<file path="src/rtl/hmi_pkg.sv">
// hmi_pkg: shared types, joystick bit positions and the per-port mapping
// function for the HMI joystick mapper.
//   joypad_t : one mapped pad as seen by the core
//   hmi_t    : frame-wide controls applied to every port's mapping
package hmi_pkg;

    localparam int unsigned JOY_W      = 32;
    localparam int unsigned RATE_W     = 2;
    localparam int unsigned FRAME_CNT_W = 3;

    // Raw HPS joystick word bit positions
    localparam int unsigned JOY_R      = 0;
    localparam int unsigned JOY_L      = 1;
    localparam int unsigned JOY_D      = 2;
    localparam int unsigned JOY_U      = 3;
    localparam int unsigned JOY_B1     = 4;
    localparam int unsigned JOY_B2     = 5;
    localparam int unsigned JOY_SELECT = 6;
    localparam int unsigned JOY_RUN    = 7;
    localparam int unsigned JOY_B3     = 8;
    localparam int unsigned JOY_B4     = 9;
    localparam int unsigned JOY_B5     = 10;
    localparam int unsigned JOY_B6     = 11;
    localparam int unsigned JOY_TURBO1 = 12;
    localparam int unsigned JOY_TURBO2 = 13;
    // Bits at and above this position carry nothing for the mapper
    localparam int unsigned JOY_USED_W = 14;

    typedef struct packed {
        logic mode2;
        logic mode1;
        logic run;
        logic select;
        logic b6;
        logic b5;
        logic b4;
        logic b3;
        logic b2;
        logic b1;
        logic u;
        logic d;
        logic l;
        logic r;
    } joypad_t;

    typedef struct packed {
        logic socd_clean;
        logic turbo_phase;
    } hmi_t;

    // Map one raw joystick word to a pad
    function automatic joypad_t map_pad(input logic [JOY_W-1:0] joy,
                                        input logic             six,
                                        input hmi_t             ctl);
        joypad_t p;
        logic    opp_ud;
        logic    opp_lr;
        p      = '0;
        opp_ud = ctl.socd_clean & joy[JOY_U] & joy[JOY_D];
        opp_lr = ctl.socd_clean & joy[JOY_L] & joy[JOY_R];
        p.u      = joy[JOY_U] & ~opp_ud;
        p.d      = joy[JOY_D] & ~opp_ud;
        p.l      = joy[JOY_L] & ~opp_lr;
        p.r      = joy[JOY_R] & ~opp_lr;
        p.b1     = joy[JOY_B1] | (joy[JOY_TURBO1] & ctl.turbo_phase);
        p.b2     = joy[JOY_B2] | (joy[JOY_TURBO2] & ctl.turbo_phase);
        p.select = joy[JOY_SELECT];
        p.run    = joy[JOY_RUN];
        p.b3     = joy[JOY_B3] & six;
        p.b4     = joy[JOY_B4] & six;
        p.b5     = joy[JOY_B5] & six;
        p.b6     = joy[JOY_B6] & six;
        p.mode1  = 1'b0;
        p.mode2  = six;
        return p;
    endfunction

endpackage

</file>
<file path="src/rtl/hmi_joy_mapper_turbo_gen.sv">
// hmi_turbo_gen: free-running 3-bit frame counter advanced on each VSync
// edge, and the turbo square-wave phase selected from it.
//   clk_sys    : clock
//   reset      : synchronous active-high reset
//   vsync_edge : one-cycle VSync rising-edge strobe
//   rate       : 0 = off, 1/2/3 = period of 2/4/8 frames
//   phase      : current turbo phase (from the counter before this edge)
module hmi_turbo_gen
    import hmi_pkg::*;
(
    input  logic              clk_sys,
    input  logic              reset,
    input  logic              vsync_edge,
    input  logic [RATE_W-1:0] rate,
    output logic              phase
);

    logic [FRAME_CNT_W-1:0] r_frame_cnt;

    // Frame counter, wraps 7 -> 0 naturally
    always_ff @(posedge clk_sys) begin
        if (reset) begin
            r_frame_cnt <= '0;
        end else if (vsync_edge) begin
            r_frame_cnt <= r_frame_cnt + FRAME_CNT_W'(1);
        end
    end

    // Phase select: rate n picks counter bit n-1
    always_comb begin
        phase = 1'b0;
        case (rate)
            2'd1:    phase = r_frame_cnt[0];
            2'd2:    phase = r_frame_cnt[1];
            2'd3:    phase = r_frame_cnt[2];
            default: phase = 1'b0;
        endcase
    end

endmodule

</file>
<file path="src/rtl/hmi_joy_mapper.sv">
// hmi_joy_mapper: maps raw HPS joystick words to registered joypad_t pads,
// with optional SOCD cleaning, 6-button gating and VSync-latched update.
// Build option: define HMI_TURBO_EN to compile in the frame counter and
// turbo autofire (joy[12]/joy[13]); otherwise turbo_phase is 0.
//   clk_sys     : clock
//   reset       : synchronous active-high reset
//   joystick    : NUM_PORTS raw 32-bit words
//   six_btn     : per-port 6-button enable
//   socd_clean  : neutralise opposing directions
//   turbo_rate  : 0 = off, 1/2/3 = 2/4/8-frame turbo period
//   vsync       : frame strobe
//   jp          : registered mapped pads
//   turbo_phase : current turbo phase
module hmi_joy_mapper
    import hmi_pkg::*;
#(
    parameter int unsigned NUM_PORTS   = 2,
    parameter bit          VSYNC_LATCH = 1'b1
) (
    input  logic                              clk_sys,
    input  logic                              reset,
    input  logic [NUM_PORTS-1:0][JOY_W-1:0]   joystick,
    input  logic [NUM_PORTS-1:0]              six_btn,
    input  logic                              socd_clean,
    input  logic [RATE_W-1:0]                 turbo_rate,
    input  logic                              vsync,
    output joypad_t [NUM_PORTS-1:0]           jp,
    output logic                              turbo_phase
);

    logic                    r_vsync_d;
    logic                    w_vsync_edge;
    logic                    w_turbo_phase;
    logic                    w_load;
    hmi_t                    w_ctl;
    joypad_t [NUM_PORTS-1:0] w_mapped;
    joypad_t [NUM_PORTS-1:0] r_jp;

    // VSync rising-edge detect; a held-high vsync yields a single edge
    always_ff @(posedge clk_sys) begin
        if (reset) begin
            r_vsync_d <= 1'b0;
        end else begin
            r_vsync_d <= vsync;
        end
    end

    assign w_vsync_edge = vsync & ~r_vsync_d;

`ifdef HMI_TURBO_EN
    hmi_turbo_gen u_turbo_gen (
        .clk_sys    (clk_sys),
        .reset      (reset),
        .vsync_edge (w_vsync_edge),
        .rate       (turbo_rate),
        .phase      (w_turbo_phase)
    );
`else
    logic w_unused_rate;
    assign w_unused_rate = ^turbo_rate;
    assign w_turbo_phase = 1'b0;
`endif

    assign w_ctl = '{socd_clean: socd_clean, turbo_phase: w_turbo_phase};

    // Per-port combinational mapping
    for (genvar g = 0; g < NUM_PORTS; g++) begin : g_port
        logic w_unused_hi;
        assign w_mapped[g]  = map_pad(joystick[g], six_btn[g], w_ctl);
        assign w_unused_hi  = ^joystick[g][JOY_W-1:JOY_USED_W];
    end

    // Load every cycle, or only on the VSync edge when latching
    assign w_load = (VSYNC_LATCH == 1'b0) || w_vsync_edge;

    always_ff @(posedge clk_sys) begin
        if (reset) begin
            r_jp <= '0;
        end else if (w_load) begin
            r_jp <= w_mapped;
        end
    end

    assign jp          = r_jp;
    assign turbo_phase = w_turbo_phase;

endmodule

</file>
<file path="config.mk">
export PLATFORM = sky130hd
export DESIGN_NAME = hmi_joy_mapper
export DESIGN_NICKNAME = d
export VERILOG_FILES = /design/src/rtl/hmi_pkg.sv /design/src/rtl/hmi_joy_mapper_turbo_gen.sv /design/src/rtl/hmi_joy_mapper.sv
export SDC_FILE = /design/constraint.sdc
export NUM_CORES = 1
export LEC_CHECK = 0
export CORE_MARGIN = 2
export CORE_UTILIZATION = 32
export DETAILED_ROUTE_END_ITERATION = 16
export PLACE_DENSITY = 0.91
export SLEW_MARGIN = 25
export SYNTH_ARGS = -nofsm -noshare
export SYNTH_HDL_FRONTEND = slang
export SYNTH_SLANG_ARGS = --single-unit
</file>
<file path="constraint.sdc">
create_clock -name clk_sys -period 2.5 [get_ports clk_sys]
set_clock_uncertainty 0.05 [all_clocks]
set_input_delay 0.5 -clock clk_sys [delete_from_list [all_inputs] [get_ports clk_sys]]
set_output_delay 0.5 -clock clk_sys [all_outputs]
set_load 0.02 [all_outputs]
</file>
# Yosys cells after proc, flatten, opt, wreduce, memory -nomap -nowiden
# Index checks and enable logic that the tools add are counted.
word_totals:
  elab_cells: 57
  register_bits: 27
  mem_count: 0
  ramBits: 0
  latchBits: 0
  mem_bits_ro: 0
  in_bits: 72
classes:
  n_mux: 0
  shift: 0
  magnitude_cmp: 0
  reduce_logical: 0
  n_bitwise: 30
  n_div: 0
  n_eq_ne: 0
  addsub: 0
  mul: 0
op_table:
  columns: ["op", "n"]
  rows:
  - ["bitwise AND 1 bit", 25]
  - ["inverter 1 bit", 5]

# Logic depth before layout (Yosys ltp)
depth:
  word_depth: 4
  ltp_mapped: 5
  mapped_depth_nobuf: 3

# Worst setup path before layout
# OpenSTA, ideal clock, no wires.
synth_path:
  kind: "input -> register"
  from: "input vsync"
  to: "register r_jp (netlist bit jp[10])"
  slack_ps: 1335
  arrival_time_ps: 983
  path_stages: 5
  path_buffers: 2
  required_time_ps: 2318
  cell_sequence: "nor2b_4 > buf_6 > buf_4 > nand2_1 > a21oi_1"
synth_via:
  elab_chain_cells: 1
synth_lines:
  columns: ["item", "line_no", "rtl"]
  rows:
  - ["from (decl)", "hmi_joy_mapper.sv:26", "input logic vsync,"]
  - ["bitwise AND 1 bit", "hmi_joy_mapper.sv:48", "assign w_vsync_edge = vsync & ~r_vsync_d;"]
  - ["to (signal assigned)", "hmi_joy_mapper.sv:80", "r_jp <= w_mapped;"]
  - ["to (decl)", "hmi_joy_mapper.sv:37", "joypad_t [NUM_PORTS-1:0] r_jp;"]
# Every way passes these cells.
# A chain may end at the register's enable or synchronous reset.

# Worst setup path in the final report
layout_path:
  from: "register r_jp (netlist bit jp[2])"
  to: "output jp[2] (netlist name)"
layout_rtl:
  columns: ["item", "line_no", "rtl"]
  rows:
  - ["to (decl)", "hmi_joy_mapper.sv:27", "output joypad_t [NUM_PORTS-1:0] jp,"]
# No word-level cell between the ends.

==> impl_metrics.toml <==
[outcome]
status = "complete, no violations"

[sta]
max_freq_mhz = 547
finalMaxSlewViolations = 0
min_period_over_period = 0.731
worstMarginPinSlew_ns = 0.575
grt_setup_unrepaired = "no"
fin_crit_ns = 1.83
hold_violations = 0
finalSetupViolations = 0
maxSlewHeadroom = 0.616
tns_ns = 0
setup_slack_ns = 0.671

[hold_path]
hp-class = "reg2reg"
holdPathStages = 2
hp-start = "jp[22]"
whs_endpoint = "jp[22]"

[floorplan]
fp.coreArea_sq_um = 3100
die_w_um = 61.3
start_util = 0.339
io_pins = 101
rows = 20
die_h_um = 61.3
die-area_sq_um = 3760

[setup_path]
slowest_stage = "clkdlybuf4s50_1"
crit_path_end_kind = "output port"
r2r-end = "jp[0]"
critical_path_buf_inv_count = 1
arrival_ns = 1.28
path_class = "reg2out"
reg2reg_slack_ns = 1.23
worstPathCellList = "clkdlybuf4s50_1"
cp-startpoint = "jp[2]"
crit_fanout = 2
crit_family = "buffers and inverters"
critPathRequiredTime_ns = 1.95
critPathMaxStageDelay_ns = 0.61
reg2reg_from = "r_vsync_d"
startpoint_type = "flop"
r2r_cells = 3

[routing]
routedWlPerCell_um = 10.9
drt_pre_antenna_iters = 4
via_count = 1005
drc_errors = 0
viasPerCell = 4.47
drt_wl_total_mm = 2.44
postRouteAntennaNets = 0
drtIter0Drc = 30

[placement]
dp_hpwl_mm = 1.83
pre_cts_slack_ns = 0.477
port_buffers = 55
place_area_sq_um = 1580
dp_cells = 221
globalplace.congestion = 0.668

[pwr]
powerDensity_nw_per_um2 = 508
p_leak_uw = 0.000583
total_power_uw = 817
max-vdd-ir-drop_uv = 231

[layout]
design_area_sq_um = 1610
mostFrequentLayoutCells = "clkdlybuf4s50_1 (55), nand2_1 (44), dfxtp_1 (27)"
nets = 254
area_growth_pct = 52.8
final_common_cell = "clkdlybuf4s50_1"
drive_above_1_share = 0.0387
antenna_cells = 0
final_cells = 225

[clocking]
cts_hold_buf = 0
numCtsBuffers = 3
path_clk_slew_ns = 0.14
root_buffer = "clkbuf_4"
cts_resized = 0
post_cts_buffers = 0
cts.htree.levels = 1
clock-sinks = 27
cts_tree = "done"
clk_path_buf_depth = 2
clk_latency_ns = 0.31

[synth]
ys_warn_count = 0
syn-cell-area_sq_um = 1050
synth_cell_types = 14
syn_inst = 130
synth_top_area_share = 0.514
synth-seq-area-share = 0.514
syn_avg_cell_area_sq_um = 8.09
synth_area_leaders = "dfxtp_1 (51%), nand2_1 (16%), a21oi_1 (12%), nand3_1 (7.6%), buf_6 (4.3%)"
yosys.area.top_type = "dfxtp_1"
synth.ff_latch_count = 27

[grt]
grt_max_degree = 28
grt_overflow = 0
antenna_found_initial = 0
grt_pass1_wl_mm = 3.93
grt_pass1_vias = 916
globalRouteTotalUtil = 0.137

[run]
cap_violations = 0
## state kept, by name, summed over array words and instances (netlist names)
| signal | cells |
|---|---|
| jp | 26 |
| r_vsync_d | 1 |
## final cells by class
class / instances / area [sq um]
Clock buffer: 4 / 26.3
Fill cell: 323 / 1500
Multi-Input combinational cell: 92 / 413
Sequential cell: 27 / 541
Tap cell: 44 / 55.1
Timing Repair Buffer: 58 / 573
## synth_stat cells
cell type  count
buf_4          4
nor2b_1        1
nor2b_4        1
buf_2          1
nand3_1       16
nand2_1       44
dfxtp_1       27
buf_6          4
nand2b_1       1
clkbuf_1       2
conb_1         1
buf_1          1
a21oi_1       26
buf_8          1
## worst max-delay path by stage
stage / endpoint / slack, ns / cells past startpoint
2_1_floorplan: jp[10] / 1.34 / 5
3_3_place_gp: jp[0] / 0.51 / 4
3_5_place_dp: jp[0] / 0.48 / 4
4_1_cts: jp[21] / 0.64 / 1
5_1_grt: jp[21] / 0.60 / 1
6_report: jp[2] / 0.67 / 1
## kinds of logic after synthesis
| kind of cell | count (synthesis) | synth area share |
|---|---|---|
| and+or+nand+nor | 63 | 0.258 |
| DFF | 27 | 0.514 |
| AOI/OAI and AO/OA | 26 | 0.124 |
| buffers and inverters | 13 | 0.101 |
| other | 1 | 0.00356 |
## stage by stage
step                      utilization  hold slack, ns
after global placement          0.510           0.388
final                           0.518           0.408
after detailed placement        0.510           0.392
after global routing            0.518           0.432
after CTS                       0.518           0.411
after floorplan                     -           0.478
## power breakdown
part	total, uW	switching [uW]	internal (uW)
Sequential	461	10.1	451
Clock	180	117	62.2
Combinational	176	83.6	92.4
Total	817	211	606
## routing by layer
layer / routed length (um) / vias up / share of wire / GRT usage
li1: - / 517 / - / -
met1: 1040 / 457 / 0.42 / 0.164
met2: 1260 / 29 / 0.52 / 0.248
met3: 136 / 2 / 0.056 / 0.0315
met4: 10 / 0 / 0.0041 / 0.0365
met5: 0 / - / 0 / 0
Note: power is estimated with default switching activity, not from simulation.
